===== config.mk =====
export PLATFORM = sky130hd
export DESIGN_NAME = serial_subtractor
export DESIGN_NICKNAME = d
export VERILOG_FILES = /design/src/rtl/serial_subtractor.sv
export SDC_FILE = /design/constraint.sdc
export NUM_CORES = 1
export LEC_CHECK = 0
export BUFFER_PORTS_ARGS = -buffer_cell sky130_fd_sc_hd__buf_4
export CAP_MARGIN = 20
export CORE_MARGIN = 3
export CORE_UTILIZATION = 35
export CTS_CLUSTER_SIZE = 8
export DETAILED_ROUTE_END_ITERATION = 10
export HOLD_SLACK_MARGIN = 0.03
export PLACE_DENSITY = 0.54
export SYNTH_ARGS = -nofsm -noshare
export SYNTH_HDL_FRONTEND = slang
export SYNTH_SLANG_ARGS = --single-unit

===== constraint.sdc =====
create_clock -name clk -period 2 [get_ports clk]
set_clock_uncertainty 0.05 [all_clocks]
set_input_delay 0.1 -clock clk [delete_from_list [all_inputs] [get_ports clk]]
set_output_delay 0.1 -clock clk [all_outputs]
set_load 0.05 [all_outputs]

===== src/rtl/serial_subtractor.sv =====
// Bit-serial subtractor: diff = a - b, one bit per clock, LSB first.
// Start/done handshake; results publish only on the completion edge.
module serial_subtractor #(
   parameter int WIDTH = 4
) (
   input  logic             clk,
   input  logic             rst_n,
   input  logic             start,
   input  logic [WIDTH-1:0] a,
   input  logic [WIDTH-1:0] b,
   output logic             busy,
   output logic             done,
   output logic [WIDTH-1:0] diff,
   output logic             borrowOut,
   output logic             overflow
);

   localparam int CW = $clog2(WIDTH + 1);
   localparam logic [CW-1:0] LAST = CW'(WIDTH - 1);

   localparam logic [1:0] IDLE = 2'd0;
   localparam logic [1:0] RUN  = 2'd1;
   localparam logic [1:0] DONE = 2'd2;

   logic [1:0]       state;
   logic [WIDTH-1:0] sa;
   logic [WIDTH-1:0] sb;
   logic [WIDTH-1:0] res;
   logic [CW-1:0]    cnt;
   logic             br;
   logic             a_msb;
   logic             b_msb;

   logic             d;
   logic             br_next;
   logic [WIDTH-1:0] res_next;
   logic             accept;

   assign d        = sa[0] ^ sb[0] ^ br;
   assign br_next  = (~sa[0] & sb[0]) | (~(sa[0] ^ sb[0]) & br);
   assign res_next = {d, res[WIDTH-1:1]};
   assign accept   = start && (state == IDLE || state == DONE);

   assign busy = (state == RUN);
   assign done = (state == DONE);

   always_ff @(posedge clk or negedge rst_n) begin
      if (!rst_n) begin
         state     <= IDLE;
         sa        <= '0;
         sb        <= '0;
         res       <= '0;
         cnt       <= '0;
         br        <= 1'b0;
         a_msb     <= 1'b0;
         b_msb     <= 1'b0;
         diff      <= '0;
         borrowOut <= 1'b0;
         overflow  <= 1'b0;
      end else if (accept) begin
         state <= RUN;
         sa    <= a;
         sb    <= b;
         res   <= '0;
         cnt   <= '0;
         br    <= 1'b0;
         a_msb <= a[WIDTH-1];
         b_msb <= b[WIDTH-1];
      end else begin
         unique case (state)
            RUN: begin
               sa  <= sa >> 1;
               sb  <= sb >> 1;
               res <= res_next;
               br  <= br_next;
               cnt <= cnt + 1'b1;
               if (cnt == LAST) begin
                  // d is the MSB of the finished result
                  diff      <= res_next;
                  borrowOut <= br_next;
                  overflow  <= (a_msb != b_msb) && (d != a_msb);
                  state     <= DONE;
               end
            end
            DONE:    state <= IDLE;
            default: state <= IDLE;
         endcase
      end
   end

endmodule

==> impl_metrics.py, run 1 <==
metrics = {
    "drt": {
        "drc": 0,
        "wl_um": 2220,
        "first_pass_iters": 2,
        "wire_per_inst_um": 12.7,
        "drtIter0Drc": 13,
        "vias": 828,
        "viasPerCell": 4.73,
        "ant_nets": 0,
    },
    "sta": {
        "worst_slew_pin_slew_ps": 612,
        "setup_viol": 0,
        "timing.hold.ws_ps": 142,
        "hold_viol_final": 0,
        "relSlewSlack_pct": 59.2,
        "post-route-min-period_ps": 1790,
        "post-route-period-util_pct": 89.7,
        "rsz0062_at_grt": "false",
        "fmax_mhz": 557,
        "tns_ps": 0,
        "slew_violations": 0,
    },
    "floorplanning": {
        "die_x_um": 66.3,
        "die-area_mm2": 0.00440,
        "die_height_um": 66.3,
        "start_util_pct": 37.3,
        "num_io_pins": 19,
        "core-area_mm2": 0.00342,
        "core.rowCount": 21,
    },
    "logic_synthesis": {
        "synthMuxAreaShare_pct": 18.2,
        "synthCells": 102,
        "syn_nets": 116,
        "synth_top_family_by_area": "multiplexers",
        "ys_ff_latch": 25,
        "seq_area_frac_synth_pct": 49.1,
        "yosys.area_share.simple_pct": 9.72,
        "yosysWarnings": 0,
        "synth_adder_area_share_pct": 3.54,
        "synthDistinctLibCells": 24,
        "synth_compound_area_share_pct": 13.3,
        "synth_xor_area_share_pct": 0.688,
        "synthesis.area_mm2": 0.00127,
        "synth_area_per_cell_um2": 12.5,
    },
    "pwr": {
        "irDropWorstVdd_uv": 694,
        "p_leak_nw": 0.712,
        "total_power_w": 0.00238,
        "pwr_density_cell_mw_per_mm2": 1530,
    },
    "worst_setup_path": {
        "r2r-end": "res[3]$_DFFE_PN0P_",
        "crit_buf_inv": 2,
        "cp_data_arrival_time_ps": 1640,
        "r2r_cells": 3,
        "cp.depth": 3,
        "setup.worst_path.start": "state[0]$_DFFE_PN0P_",
        "crit_chain": "buf_4 > nor2b_1 > buf_4",
        "cp-start-kind": "register",
        "setup.worst_path.end": "done",
        "worst-endpoint-required_ps": 1850,
        "end_kind": "output pin",
        "critical_path_class": "register to output pin",
        "rr_startpoint": "sa[0]$_DFFE_PN0P_",
        "r2r_setup_slack_ps": 380,
        "cp_top_family": "flip-flops",
        "cp_common_cell": "buf_4",
        "critical_path.max_stage_delay_ps": 760,
        "crit_path_top_delay_cell": "dfrtp_1",
        "path_max_fanout": 16,
    },
    "clock_network": {
        "cts_repair_resize_count": 0,
        "htree_levels": 1,
        "clk_latency_ps": 320,
        "cts_tree": "yes",
        "cts_buffer_depth": 2,
        "clock-sinks": 25,
        "postCtsSetupRepairBufs": 0,
        "numCtsBuffers": 3,
        "path_clk_slew_ps": 140,
        "clockRootBuffer": "clkbuf_4",
    },
    "finish": {
        "post_route_cells_drive_above_1_share_pct": 29.5,
        "antenna_cells": 0,
        "final_core_util_pct": 45.8,
        "fillers": 331,
        "fin_nets": 144,
        "area_delta_synth_final_pct": 22.7,
        "design_area_mm2": 0.00156,
    },
    "run_status": {
        "status": "finished clean",
    },
    "global_routing": {
        "grt_max_degree": 26,
        "grt.total_usage_pct": 11.5,
        "grt_pass1_wl_um": 3910,
        "antenna_found_initial": 0,
        "grt_pass1_vias": 803,
        "overflow": 0,
    },
    "worst_hold_path": {
        "hold_class": "input port to async pin",
    },
    "placed_design": {
        "dp_hpwl_um": 1510,
        "dpl_cell_area_mm2": 0.00144,
        "place_congestion": 0.729,
        "port_buffers": 18,
    },
    "run": {
        "maxCapViolCount": 0,
    },
}
[cell type report]
class | count | area (um^2) | area share [%]
clock inverter | 1 | 7.51 | 0.480
sequential | 25 | 626 | 40.0
clock buffer | 3 | 22.5 | 1.44
tap | 46 | 57.6 | 3.68
multi-input combinational | 66 | 578 | 37.0
timing repair buffer | 29 | 253 | 16.2
inverter | 5 | 18.8 | 1.20
[repair_timing]
item | 4_1_cts | 5_1_grt
hold buffers | 9 | 0
endpoints found under the hold margin | 35 | 0
endpoints found under the setup margin | 0 | 0
[power by group]
part | internal [W] | switching, W | total (W)
sequential | 0.000729 | 0.000223 | 0.000952
clock | 0.0000763 | 0.000151 | 0.000227
combinational | 0.000608 | 0.000597 | 0.00120
total | 0.00141 | 0.000971 | 0.00238
[routing by layer]
| metal | vias to the layer above | global-route usage, % | routed length [um] |
|---|---|---|---|
| met4 | 0 | 0.761 | 0 |
| met5 | - | 0 | 0 |
| li1 | 420 | - | - |
| met2 | 18 | 17.0 | 972 |
| met1 | 390 | 16.9 | 1150 |
| met3 | 0 | 4.08 | 93 |
[synthesized netlist by cell type]
master,n,share of area [%]
mux2_4,5,5.9
a211oi_1,6,3.5
xnor2_1,1,0.69
a22o_1,7,4.8
mux2_2,5,4.4
buf_6,3,2.7
dfrtp_1,25,49
buf_4,1,0.59
nand3b_4,1,1.6
ha_1,2,2.0
a21oi_1,7,2.8
nor2_4,1,0.88
nand2_1,2,0.59
o21ai_0,4,1.6
a21o_1,1,0.59
mux2i_1,10,7.9
nor2b_2,1,0.69
nor3b_1,1,0.59
inv_1,5,1.5
nor2b_1,8,3.9
buf_2,2,0.79
nand3_1,2,0.79
fa_1,1,1.6
and2b_2,1,0.69
[worst min path at each step]
| stage | endpoint | slack, ps | cells past startpoint |
|---|---|---|---|
| 2_1_floorplan | a_msb$_DFFE_PN0P_ | -250 | 0 |
| 3_5_place_dp | diff[1]$_DFFE_PN0P_ | -20 | 1 |
| 4_1_cts | diff[1]$_DFFE_PN0P_ | 140 | 2 |
| 5_1_grt | diff[0]$_DFFE_PN0P_ | 140 | 2 |
| 3_3_place_gp | diff[0]$_DFFE_PN0P_ | -20 | 1 |
| 6_report | diff[0]$_DFFE_PN0P_ | 140 | 2 |
[placed cells by master (no fill, tap or decap), drive strengths merged, types with 3 or more instances in the layout]
cell	count
a22o	7
dfrtp	25
buf	20
a211oi	6
nor2b	9
inv	5
mux2i	10
o21ai	4
a21oi	7
dlygate4sd3	9
mux2	10
clkbuf	3
[sequential cells by signal (all words and copies together) (netlist names)]
signal / cells
a_msb: 1
b_msb: 1
borrowOut: 1
br: 1
cnt: 3
diff: 4
overflow: 1
res: 3
sa: 4
sb: 4
state: 2
[cells by family (layout without fill, tap and decap cells)]
group,after synthesis,in the layout
compound gates,25,25
flops,25,25
mux,20,20
simple gates,17,17
buf+inv,11,38
fa+ha+maj,3,3
xor+xnor,1,1
[through the flow]
step | cells | worst slack (ps)
2_1_floorplan | 102 | 441
3_3_place_gp | 162 | 415
3_5_place_dp | 162 | 390
4_1_cts | 175 | 188
5_1_grt | 175 | 100
6_report | 175 | 205
Power figures use the tool's default switching activity.
==> inputs of run 2 (changes only) <==
--- a/config.mk
+++ b/config.mk
@@ -12,7 +12,7 @@
 export CTS_CLUSTER_SIZE = 8
 export DETAILED_ROUTE_END_ITERATION = 10
 export HOLD_SLACK_MARGIN = 0.03
-export PLACE_DENSITY = 0.54
+export PLACE_DENSITY = 0.56
 export SYNTH_ARGS = -nofsm -noshare
 export SYNTH_HDL_FRONTEND = slang
 export SYNTH_SLANG_ARGS = --single-unit
==> constraint.sdc (replaced) <==
create_clock -name clk -period 1.6 [get_ports clk]
set_clock_uncertainty 0.05 [all_clocks]
set_input_delay 0.08 -clock clk [delete_from_list [all_inputs] [get_ports clk]]
set_output_delay 0.08 -clock clk [all_outputs]
set_load 0.05 [all_outputs]
==> run 2 against run 1 <==
Critical path depth increased by 1. Worst setup slack got worse by 150 ps. Core utilization increased by 1.1 points. First-iteration DRC count is 130% higher. Register-to-register slack got worse by 330 ps. Sequential power is 22% higher. Via count increased by 3.1%. Final cell count rose by 2.9%. Die area unchanged. Global-route usage grew 0.46 points.
==> impl_metrics.py, run 2 (synthesis results as in run 1) <==
metrics = {
    "clock_network": {
        "htree_levels": 1,
        "clk_latency_ps": 320,
        "cts_tree": "yes",
        "clockRootBuffer": "clkbuf_4",
        "path_clk_slew_ps": 140,
        "numCtsBuffers": 3,
        "clock-sinks": 25,
        "cts_buffer_depth": 2,
    },
    "sta": {
        "timing.hold.ws_ps": 126,
        "fmax_mhz": 647,
        "worst_slew_pin_slew_ps": 322,
        "hold_viol_final": 0,
        "relSlewSlack_pct": 78.5,
        "setup_viol": 0,
        "post-route-period-util_pct": 96.6,
        "slew_violations": 0,
        "post-route-min-period_ps": 1550,
        "setup_ws_ps": 54.4,
        "rsz0062_at_grt": "true",
    },
    "finish": {
        "final_common_cell": "buf_4",
        "layout_common_cells": "buf_4, dfrtp_1, mux2i_1",
        "fillers": 320,
        "area_delta_synth_final_pct": 25.6,
        "largestRegisters": "diff (4), sa (4), sb (4)",
        "fin_nets": 149,
        "fin_cells": 180,
        "final_core_util_pct": 46.8,
        "post_route_cells_drive_above_1_share_pct": 36.6,
        "antenna_cells": 0,
    },
    "pwr": {
        "pwr_density_cell_mw_per_mm2": 1950,
        "irDropWorstVdd_uv": 727,
        "total_power_w": 0.00312,
        "p_leak_nw": 0.733,
    },
    "worst_setup_path": {
        "critical_path_class": "register to register",
        "r2r_setup_slack_ps": 50,
        "r2r_cells": 4,
        "cp-start-kind": "register",
        "cp_data_arrival_time_ps": 1730,
        "worst-endpoint-required_ps": 1780,
        "rr_startpoint": "br$_DFFE_PN0P_",
        "r2r-end": "res[3]$_DFFE_PN0P_",
        "end_kind": "register",
        "path_max_fanout": 2,
    },
    "floorplanning": {
        "die_x_um": 66.3,
        "core-area_mm2": 0.00342,
        "die-area_mm2": 0.00440,
        "core.rowCount": 21,
        "die_height_um": 66.3,
        "start_util_pct": 37.3,
        "num_io_pins": 19,
    },
    "placed_design": {
        "place_inst": 165,
        "pre_cts_slack_ps": 36.9,
        "dp_hpwl_um": 1580,
        "port_buffers": 18,
        "place_congestion": 0.723,
    },
    "global_routing": {
        "grt.total_usage_pct": 12.0,
        "grt_pass1_wl_um": 4020,
        "grt_max_degree": 26,
        "overflow": 0,
        "antenna_found_initial": 0,
        "grt_pass1_vias": 827,
    },
    "drt": {
        "wire_per_inst_um": 12.8,
        "drc": 0,
        "wl_um": 2310,
        "drtIter0Drc": 30,
        "first_pass_iters": 4,
        "viasPerCell": 4.74,
        "ant_nets": 0,
        "vias": 854,
    },
    "worst_hold_path": {
        "hold_class": "input port to async pin",
    },
    "run": {
        "maxCapViolCount": 0,
    },
    "run_status": {
        "status": "finished clean",
    },
}
## run 2: cell count changes in the layout (fill, tap and decap cells not counted), sizes merged
cell and delta:
buf +5
## run 2: power breakdown
part	switching (W)	internal (W)	total (W)
Combinational	0.000821	0.000851	0.00167
Clock	0.000196	0.0000956	0.000292
Sequential	0.000246	0.000914	0.00116
Total	0.00126	0.00186	0.00312
## run 2: what timing repair did
| action | CTS | global route |
|---|---|---|
| hold buffers | 9 | 0 |
| resized for setup | 0 | 7 |
| hold endpoints to repair | 35 | 0 |
| setup endpoints to repair | 0 | 3 |
| buffers inserted | 0 | 2 |
## run 2: worst max-delay path, cell delays in order, from the launching register on
cell     delay [ps]
dfrtp_1         430
inv_2            70
fa_1            430
mux2_4          280
a22o_1          200
## run 2: worst max path at each step
stage	slack (ps)	endpoint	startpoint	depth (start not counted)
3_3_place_gp	50	res[3]$_DFFE_PN0P_	sa[0]$_DFFE_PN0P_	3
6_report	50	res[3]$_DFFE_PN0P_	br$_DFFE_PN0P_	4
3_5_place_dp	40	res[3]$_DFFE_PN0P_	sa[0]$_DFFE_PN0P_	3
2_1_floorplan	40	res[3]$_DFFE_PN0P_	sa[0]$_DFFE_PN0P_	3
5_1_grt	-30	overflow$_DFFE_PN0P_	sa[0]$_DFFE_PN0P_	5
4_1_cts	20	res[3]$_DFFE_PN0P_	sa[0]$_DFFE_PN0P_	3
## run 2: final cells by class
cell class	count	area, um^2	share of cell area, %
well taps	46	57.6	3.60
clock inverters	1	7.51	0.469
repair buffers	34	278	17.4
multi-input cells	66	589	36.8
clock buffers	3	22.5	1.41
inverters	5	18.8	1.17
flip-flops and latches	25	627	39.2
## run 2: per-layer routing
metal	part of all wire, %	wire length [um]	global-route usage (%)	up-vias
met5	0	0	0	-
met4	0.56	13	2.28	0
met3	5.2	120	4.08	2
met2	44	1020	18.6	22
met1	50	1150	16.3	404
li1	-	-	-	426
## run 2: through the flow
step,TNS (ps),area [um^2]
final,0,1600
after global routing,-38.3,1600
after global placement,0,1450
after floorplan,0,1270
after detailed placement,0,1450
after CTS,0,1570
